## config.mk

```make
export PLATFORM = sky130hd
export DESIGN_NAME = lcd_nibble_tx
export DESIGN_NICKNAME = d
export VERILOG_FILES = /design/src/rtl/lcd_nibble_tx.sv
export SDC_FILE = /design/constraint.sdc
export NUM_CORES = 1
export LEC_CHECK = 0
export CORE_ASPECT_RATIO = 0.9
export CORE_MARGIN = 5
export CORE_UTILIZATION = 47
export DETAILED_ROUTE_END_ITERATION = 12
export PLACE_DENSITY = 0.77
export SETUP_SLACK_MARGIN = 0.02
export SLEW_MARGIN = 20
export SYNTH_ARGS = -nofsm -noshare
export SYNTH_HDL_FRONTEND = slang
export SYNTH_SLANG_ARGS = --single-unit
export TNS_END_PERCENT = 20
```

## constraint.sdc

```tcl
create_clock -name clk -period 1.79 [get_ports clk]
set_input_delay 0.179 -clock clk [delete_from_list [all_inputs] [get_ports clk]]
set_output_delay 0.179 -clock clk [all_outputs]
set_load 0.02 [all_outputs]
```

## src/rtl/lcd_nibble_tx.sv

```systemverilog
// lcd_nibble_tx: serialises command/data bytes onto a 4-bit HD44780 bus.
// A full byte goes out as two enable strobes (high nibble first). A single
// nibble transfer uses one strobe. Clear/home commands add a settle period.
// The block accepts one transfer at a time and does not queue requests.
module lcd_nibble_tx #(
  parameter int EN_CYCLES   = 1,
  parameter int GAP_CYCLES  = 1,
  parameter int LONG_CYCLES = 2
) (
  input  logic       clk,
  input  logic       reset,
  input  logic       in_valid,
  output logic       in_ready,
  input  logic       in_rs,
  input  logic       in_nib,
  input  logic [7:0] in_byte,
  output logic       en,
  output logic       rs,
  output logic [3:0] data,
  output logic       busy
);

  typedef enum logic [2:0] {
    S_IDLE      = 3'd0,
    S_HI_EN     = 3'd1,
    S_HI_GAP    = 3'd2,
    S_LO_EN     = 3'd3,
    S_LO_GAP    = 3'd4,
    S_LONG_WAIT = 3'd5
  } state_t;

  // Counter load values. Each phase lasts (load + 1) cycles.
  localparam logic [7:0] EN_LOAD   = 8'(EN_CYCLES - 1);
  localparam logic [7:0] GAP_LOAD  = 8'(GAP_CYCLES - 1);
  localparam logic [7:0] LONG_LOAD = (LONG_CYCLES > 0) ? 8'(LONG_CYCLES - 1) : 8'd0;
  localparam logic       LONG_ON   = (LONG_CYCLES > 0) ? 1'b1 : 1'b0;

  // Clear-display (0x01) and return-home (0x02/0x03) commands need extra
  // settle time on the panel. Nibble transfers never count as these commands.
  function automatic logic is_clear_home(input logic       rs_f,
                                         input logic       nib_f,
                                         input logic [7:0] byte_f);
    logic hit;
    hit = (byte_f == 8'h01) || (byte_f == 8'h02) || (byte_f == 8'h03);
    return (rs_f == 1'b0) && (nib_f == 1'b0) && hit;
  endfunction

  state_t     r_state;
  logic [7:0] r_cnt;
  logic [7:0] r_byte;
  logic       r_rs;
  logic       r_nib;
  logic       r_en;
  logic       r_rs_out;
  logic [3:0] r_data;

  state_t     w_state_nxt;
  logic [7:0] w_cnt_nxt;
  logic [7:0] w_byte_nxt;
  logic       w_rs_nxt;
  logic       w_nib_nxt;
  logic       w_en_nxt;
  logic       w_rs_out_nxt;
  logic [3:0] w_data_nxt;
  logic       w_cnt_zero;

  assign w_cnt_zero = (r_cnt == 8'd0);

  // in_ready is decoded from the state register only.
  assign in_ready = (r_state == S_IDLE);
  assign busy     = ~in_ready;
  assign en       = r_en;
  assign rs       = r_rs_out;
  assign data     = r_data;

  // State register. Reset returns the FSM to IDLE and abandons any transfer.
  always_ff @(posedge clk or negedge reset) begin
    if (!reset) begin
      r_state <= S_IDLE;
    end else begin
      r_state <= w_state_nxt;
    end
  end

  // Phase counter, latched transfer and bus outputs. Reset drops en at once.
  always_ff @(posedge clk or negedge reset) begin
    if (!reset) begin
      r_cnt    <= 8'd0;
      r_byte   <= 8'd0;
      r_rs     <= 1'b0;
      r_nib    <= 1'b0;
      r_en     <= 1'b0;
      r_rs_out <= 1'b0;
      r_data   <= 4'd0;
    end else begin
      r_cnt    <= w_cnt_nxt;
      r_byte   <= w_byte_nxt;
      r_rs     <= w_rs_nxt;
      r_nib    <= w_nib_nxt;
      r_en     <= w_en_nxt;
      r_rs_out <= w_rs_out_nxt;
      r_data   <= w_data_nxt;
    end
  end

  // Next-state and next-output logic. rs/data change only when a strobe starts.
  always_comb begin
    w_state_nxt  = r_state;
    w_cnt_nxt    = r_cnt;
    w_byte_nxt   = r_byte;
    w_rs_nxt     = r_rs;
    w_nib_nxt    = r_nib;
    w_en_nxt     = r_en;
    w_rs_out_nxt = r_rs_out;
    w_data_nxt   = r_data;

    case (r_state)
      S_IDLE: begin
        if (in_valid) begin
          w_byte_nxt   = in_byte;
          w_rs_nxt     = in_rs;
          w_nib_nxt    = in_nib;
          w_en_nxt     = 1'b1;
          w_rs_out_nxt = in_rs;
          w_cnt_nxt    = EN_LOAD;
          if (in_nib) begin
            w_state_nxt = S_LO_EN;
            w_data_nxt  = in_byte[3:0];
          end else begin
            w_state_nxt = S_HI_EN;
            w_data_nxt  = in_byte[7:4];
          end
        end else begin
          w_en_nxt  = 1'b0;
          w_cnt_nxt = 8'd0;
        end
      end

      S_HI_EN: begin
        if (w_cnt_zero) begin
          w_en_nxt    = 1'b0;
          w_state_nxt = S_HI_GAP;
          w_cnt_nxt   = GAP_LOAD;
        end else begin
          w_cnt_nxt = r_cnt - 8'd1;
        end
      end

      S_HI_GAP: begin
        if (w_cnt_zero) begin
          w_en_nxt    = 1'b1;
          w_data_nxt  = r_byte[3:0];
          w_state_nxt = S_LO_EN;
          w_cnt_nxt   = EN_LOAD;
        end else begin
          w_cnt_nxt = r_cnt - 8'd1;
        end
      end

      S_LO_EN: begin
        if (w_cnt_zero) begin
          w_en_nxt    = 1'b0;
          w_state_nxt = S_LO_GAP;
          w_cnt_nxt   = GAP_LOAD;
        end else begin
          w_cnt_nxt = r_cnt - 8'd1;
        end
      end

      S_LO_GAP: begin
        if (w_cnt_zero) begin
          if (LONG_ON && is_clear_home(r_rs, r_nib, r_byte)) begin
            w_state_nxt = S_LONG_WAIT;
            w_cnt_nxt   = LONG_LOAD;
          end else begin
            w_state_nxt = S_IDLE;
            w_cnt_nxt   = 8'd0;
          end
        end else begin
          w_cnt_nxt = r_cnt - 8'd1;
        end
      end

      S_LONG_WAIT: begin
        if (w_cnt_zero) begin
          w_state_nxt = S_IDLE;
          w_cnt_nxt   = 8'd0;
        end else begin
          w_cnt_nxt = r_cnt - 8'd1;
        end
      end

      default: begin
        w_state_nxt = S_IDLE;
        w_cnt_nxt   = 8'd0;
        w_en_nxt    = 1'b0;
      end
    endcase
  end

endmodule
```

# [After elaboration in Yosys (flattened, before gate mapping)]
# Index checks and enable logic that the tools add are counted.
[totals] in_bits=13 ff_bits=26 output_inout_bits=8 elab_cells=62
[classes] n_eq_ne=15 n_reduce_logical=14 n_mux=21 bitwise=4 n_addsub=1
[ops] operator="two-way mux 3 bit" count=7
[ops] operator="one-hot mux 3 bit (6 select lines)" count=1
[ops] operator="equality test 8 x 2 -> 1 bit, second input constant" count=2
[ops] operator="two-way mux 8 bit" count=2
[ops] operator="one-hot mux 8 bit (2 select lines)" count=1
[ops] operator="two-way mux 4 bit" count=3
[ops] operator="!= test 2 bit, second input constant" count=6
[ops] operator="equality test 8 x 1 -> 1 bit, second input constant" count=1
[ops] operator="zero test 8 bit" count=1
[ops] operator="one-hot mux 4 bit (2 select lines)" count=1
[ops] operator="subtractor 8 x 1 -> 8 bit, second input constant" count=1
[ops] operator="equality test 3 x 2 -> 1 bit, second input constant" count=2
[ops] operator="equality test 3 bit, second input constant" count=2
[ops] operator="AND reduction 3 bit" count=2
[ops] operator="AND reduction 6 bit" count=1
[ops] operator="two-way mux 1 bit" count=4
[ops] operator="NOT 1 bit" count=4
[ops] operator="one-hot mux 1 bit (4 select lines)" count=1
[ops] operator="OR reduction 2 bit" count=2
[ops] operator="OR reduction 4 bit" count=1
[ops] operator="equality test 3 x 1 -> 1 bit, second input constant" count=1
[ops] operator="zero test 3 bit" count=1
[ops] operator="logical AND 1 bit" count=2
[ops] operator="logical OR 1 bit" count=2
[ops] operator="4 further kinds" count=4

# [Logic depth before layout (Yosys ltp)]
[depth] word_depth=7 depth_mapped=7 depth_no_buf=6

# [Worst setup path after synthesis]
# Ideal clock, no wire load.
[synth_path] path_kind="register -> register" start="register r_cnt[0]" end="register r_data[0], in the netlist data[0]" period_less_slack_ns=1.752 setup_slack_ns=0.038 arrival_time_ns=1.627 t_required_ns=1.665 setup_time_ns=0.125 stages_incl_launch_ff=7 path_buffers=0 cell_sequence="dfrtp_1 > inv_1 > ha_1 > nor3b_1 > a31oi_2 > nor3_4 > mux2_2"
[synth_via] elab_chain_len=3
[synth_rtl] element="start: declaration" line="49" source="logic [7:0] r_cnt;"
[synth_rtl] element="start signal: assignment" line="96" source="r_cnt <= w_cnt_nxt;"
[synth_rtl] element="zero test 8 bit" line="67" source="assign w_cnt_zero = (r_cnt == 8'd0);"
[synth_rtl] element="!= test 2 bit (no source line)"
[synth_rtl] element="AND reduction 3 bit (no source line)"
[synth_rtl] element="end signal: assignment" line="102" source="r_data <= w_data_nxt;"
[synth_rtl] element="end: declaration" line="55" source="logic [3:0] r_data;"
# No other way between the ends.
# A chain may end at the register's enable or synchronous reset.

# [Worst setup path after layout]
[layout_path] start="register r_cnt[0]" end="register r_cnt[0]"
[layout_via] elab_chain_len=3 word_cells_on_any_way=5 classes_between="1 x add/sub; 3 x mux; 1 x reduce/logical"
[layout_rtl] element="subtractor 8 x 1 -> 8 bit / zero test 8 bit (equally long branches)"
[layout_rtl] element="two-way mux 8 bit (on tied branches)"
[layout_rtl] element="one-hot mux 8 bit (2 select lines) (*)" line="117" source="case (r_state)"
[layout_rtl] element="named net w_cnt_nxt[0]" line="58" source="logic [7:0] w_cnt_nxt;"
# Mark *: on every way through the listed nets, which the timed path passes. The rest lies on a longest branch.

==> reports/summary.md <==
The flow ran to the end, and the final reports show no timing, DRC or antenna violations. The tools report the max-slew violation total from the final report as 0. The tools report the number of warnings issued by yosys as 0. 0 antenna diodes ended up in the layout.

The clock slew seen by the registers of the worst setup and hold paths was 150 ps. The H-tree depth was 1; the worst stage delay on the critical path was 450 ps. The path class of the tightest hold or removal check is in2async. In this run the count of I/O pins placed on the die edge is 21. The congestion estimate from routability-driven global placement came to 0.848. Data on the critical path arrives at its endpoint at 2030 ps. Synthesis handed over a netlist of 114 instances. The cell area after technology mapping was 0.00131 mm2; the clock skew was 3.90 ps. The kind of launch point of the worst setup path was a flip-flop.

Total count of hold-check failures in the final report: 0. The worst register-to-register path has a depth of 7. In this run, synthesis inferred 0 flip-flops with an integrated enable.

The die outline height is 60.2 um, and the endpoint required time on the critical path is 2050 ps. Global routing finished with a remaining overflow of 0. Synthesis produced a netlist with a net count of 129. Category of the critical setup timing path: reg2reg.

For the via count of the first global-routing pass, the log shows 985. For the pin with the worst max-slew slack, the measured transition is 394 ps. In this run, placement finished with an instance count of 180.

The number of buffers inserted during clock tree synthesis was 3. Setup slack closes at 24.6 ps. Setup total negative slack on the finished layout was measured at 0 ps. For the wire length of the first global-routing pass, the log shows 4.63 mm. The logs give 2 for the number of buffers between clock root and the deepest sink and 38 for the number of distinct library cells after synthesis. Entering global routing, the biggest net connects 27 pins. Before antenna repair, the detailed router went through 4 iterations. Based on the critical path, the design can be clocked at up to 566 MHz. Setup violations remaining at the end of the flow were counted as 0. The share of synthesized area in the top cell type comes to 49.5%. The worst setup slack for register-to-register paths came out at 20 ps. The placeable core area was 0.00273 mm2; the routed wirelength normalized by instance count was 14.6 um.

The ratio of cells with drive above 1 in the final layout is 33.8%. The die covers 0.00395 mm2. TritonCTS built the clock tree. The static leakage is 0.721 nW, and the vias after detailed routing is 968. The clock net in this run drives a total of 26 sinks. The proportion of register bits with asynchronous set or reset after synthesis works out to 100%.

Yosys attributes the largest share of cell area to sky130_fd_sc_hd__dfrtp_1 (50%), sky130_fd_sc_hd__mux2_2 (12%), sky130_fd_sc_hd__mux2i_1 (3.8%), sky130_fd_sc_hd__o21ai_0 (2.3%), sky130_fd_sc_hd__nand2_1 (2.3%). The tools report the peak supply drop as 1170 uV. For this run, the post-layout net count is 161. In this run the critical register-to-register path is captured at r_cnt[0].

Global routing used 15.6% of the available tracks. Once detail routing completed, the nets flagged for antenna violations numbered 0. Max-cap violations in this run came to 0. The die is 65.7 um wide.

Of all nets on the critical path, the largest fanout is 8. Prior to clock tree synthesis, the placed netlist has a worst setup slack of -4.05 ps. The final critical delay including setup and external delays was 1770 ps.

Hold is met by 188 ps. After synthesis, flip-flops and latches occupy 49.5% of the total area. Cell with the biggest individual delay on the critical path: sky130_fd_sc_hd__a221o_2. Row generation in the floorplan step produced 18 rows. The clock reaches the later pin of the worst-skew pair after 330 ps. Walking the worst path, the cells encountered are inv_2 -> ha_1 -> nor3b_4 -> buf_4 -> a221o_2 -> buf_6 -> o22ai_2. The mean instance size in the synthesized netlist was 11.5 um2. Setup repair after global routing could not meet its margin everywhere. The startpoint identified for the worst register-to-register timing path is r_cnt[0]. CTS root buffer: sky130_fd_sc_hd__clkbuf_4. The type of element capturing the critical path is a flip-flop.

From synthesis to final layout, the design area changed by 31.1%. Dividing the detail-routed via count by the number of cells gives 5.23. The starting DRC count in detailed routing is 33. For the initial antenna violation count, the log shows 0. The number of flip-flops and latches in the synthesized netlist works out to 26. The total power divided by cell area was 1860 mW/mm2; the effective utilization at floorplan was 48.2%. The number of buffer cells added on primary ports is 20, and the final routed wirelength across all metal layers is 2.70 mm. The completed layout was analyzed and its total power is 3.21 mW. Excluding fillers, the count of instances in the completed layout stands at 185. In the routed design, unresolved DRC markers number 0. The worst path uses 98.6% of the clock period. After legalization and detailed placement, the total HPWL measured 1.97 mm. For this run, the leading register cell type out of synthesis is sky130_fd_sc_hd__dfrtp_1.

The cell taking the most area after synthesis is sky130_fd_sc_hd__dfrtp_1. For the relative max-transition margin, the log shows 73.6%.
state kept, by name, indices dropped and copies added, names as in the netlist:
name,count
r_byte,8
rs,1
r_nib,1
r_state,3
data,4
r_cnt,8
en,1
final cells by class:
cell class              instances  area [um2]
fillers                       229        1000
flip-flops and latches         26         654
multi-input cells              78         652
repair buffers                 33         299
well taps                      40        50.0
clock inverters                 1        30.0
clock buffers                   3        22.5
inverters                       4        15.0
layer usage:
metal,wire (um),track usage [%],up-vias
li1,-,-,464
met5,0,0,-
met3,135,4.89,5
met4,30,4.73,0
met1,1200,20.0,477
met2,1330,25.1,22
layout by cell type (no fill, tap or decap), types with 3 or more instances in the layout:
cell type,count
sky130_fd_sc_hd__clkdlybuf4s50_1,18
sky130_fd_sc_hd__nor3_1,3
sky130_fd_sc_hd__nor2_1,8
sky130_fd_sc_hd__buf_4,12
sky130_fd_sc_hd__dfrtp_1,23
sky130_fd_sc_hd__clkbuf_4,3
sky130_fd_sc_hd__mux2i_1,5
sky130_fd_sc_hd__xor2_1,3
sky130_fd_sc_hd__a21oi_1,3
sky130_fd_sc_hd__mux2_2,14
sky130_fd_sc_hd__o21ai_0,6
sky130_fd_sc_hd__nand2_1,8
sky130_fd_sc_hd__inv_1,3
sky130_fd_sc_hd__dfrtp_2,3
Yosys cell counts, types with 2 or more instances:
library cell / instances
sky130_fd_sc_hd__a21oi_1: 4
sky130_fd_sc_hd__buf_2: 3
sky130_fd_sc_hd__buf_4: 2
sky130_fd_sc_hd__dfrtp_1: 26
sky130_fd_sc_hd__ha_1: 2
sky130_fd_sc_hd__inv_1: 4
sky130_fd_sc_hd__mux2_2: 14
sky130_fd_sc_hd__mux2i_1: 5
sky130_fd_sc_hd__nand2_1: 8
sky130_fd_sc_hd__nor2_1: 8
sky130_fd_sc_hd__nor3_1: 3
sky130_fd_sc_hd__o21ai_0: 6
sky130_fd_sc_hd__xnor2_1: 2
sky130_fd_sc_hd__xor2_1: 3
report_power, final:
part	switching (mW)	internal, mW	leakage (nW)
Sequential	0.263	0.874	0.316
Clock	0.186	0.227	0.0279
Combinational	0.768	0.891	0.376
worst max-delay path by stage:
stage | startpoint | endpoint | slack [ps]
after floorplan | r_cnt[0] | data[0] | 40
after global placement | r_cnt[0] | data[0] | 60
after detailed placement | r_cnt[1] | data[2] | -4
after CTS | r_cnt[0] | r_state[2] | 40
after global routing | r_cnt[0] | r_cnt[0] | -20
final | r_cnt[0] | r_cnt[0] | 20
critical path, delay by kind of cell, from the launching register on:
kind | cells | cell delay (ps)
compound gates | 2 | 590
flops | 1 | 400
buf+inv | 3 | 340
fa+ha+maj | 1 | 200
simple gates | 1 | 160
cells by family after synthesis:
family          share of synthesized area (%)
fa+ha+maj                                1.90
simple gates                             14.8
compound gates                           11.0
flops                                    49.5
mux                                      15.8
buf+inv                                  3.71
xor+xnor                                 3.33
through the flow:
| stage | utilization, % | cell area, um2 |
|---|---|---|
| after floorplan | - | 1310 |
| after global placement | 59.5 | 1620 |
| after detailed placement | 59.5 | 1620 |
| after CTS | 62.0 | 1690 |
| after global routing | 63.2 | 1720 |
| final | 63.2 | 1720 |
timing repair:
action	CTS	global route
setup endpoints to repair	9	8
gates resized for setup	7	8
pin swaps	1	3
buffers inserted	0	1
hold buffers	0	0
hold endpoints to repair	0	0
Power figures use the tool's default switching activity.
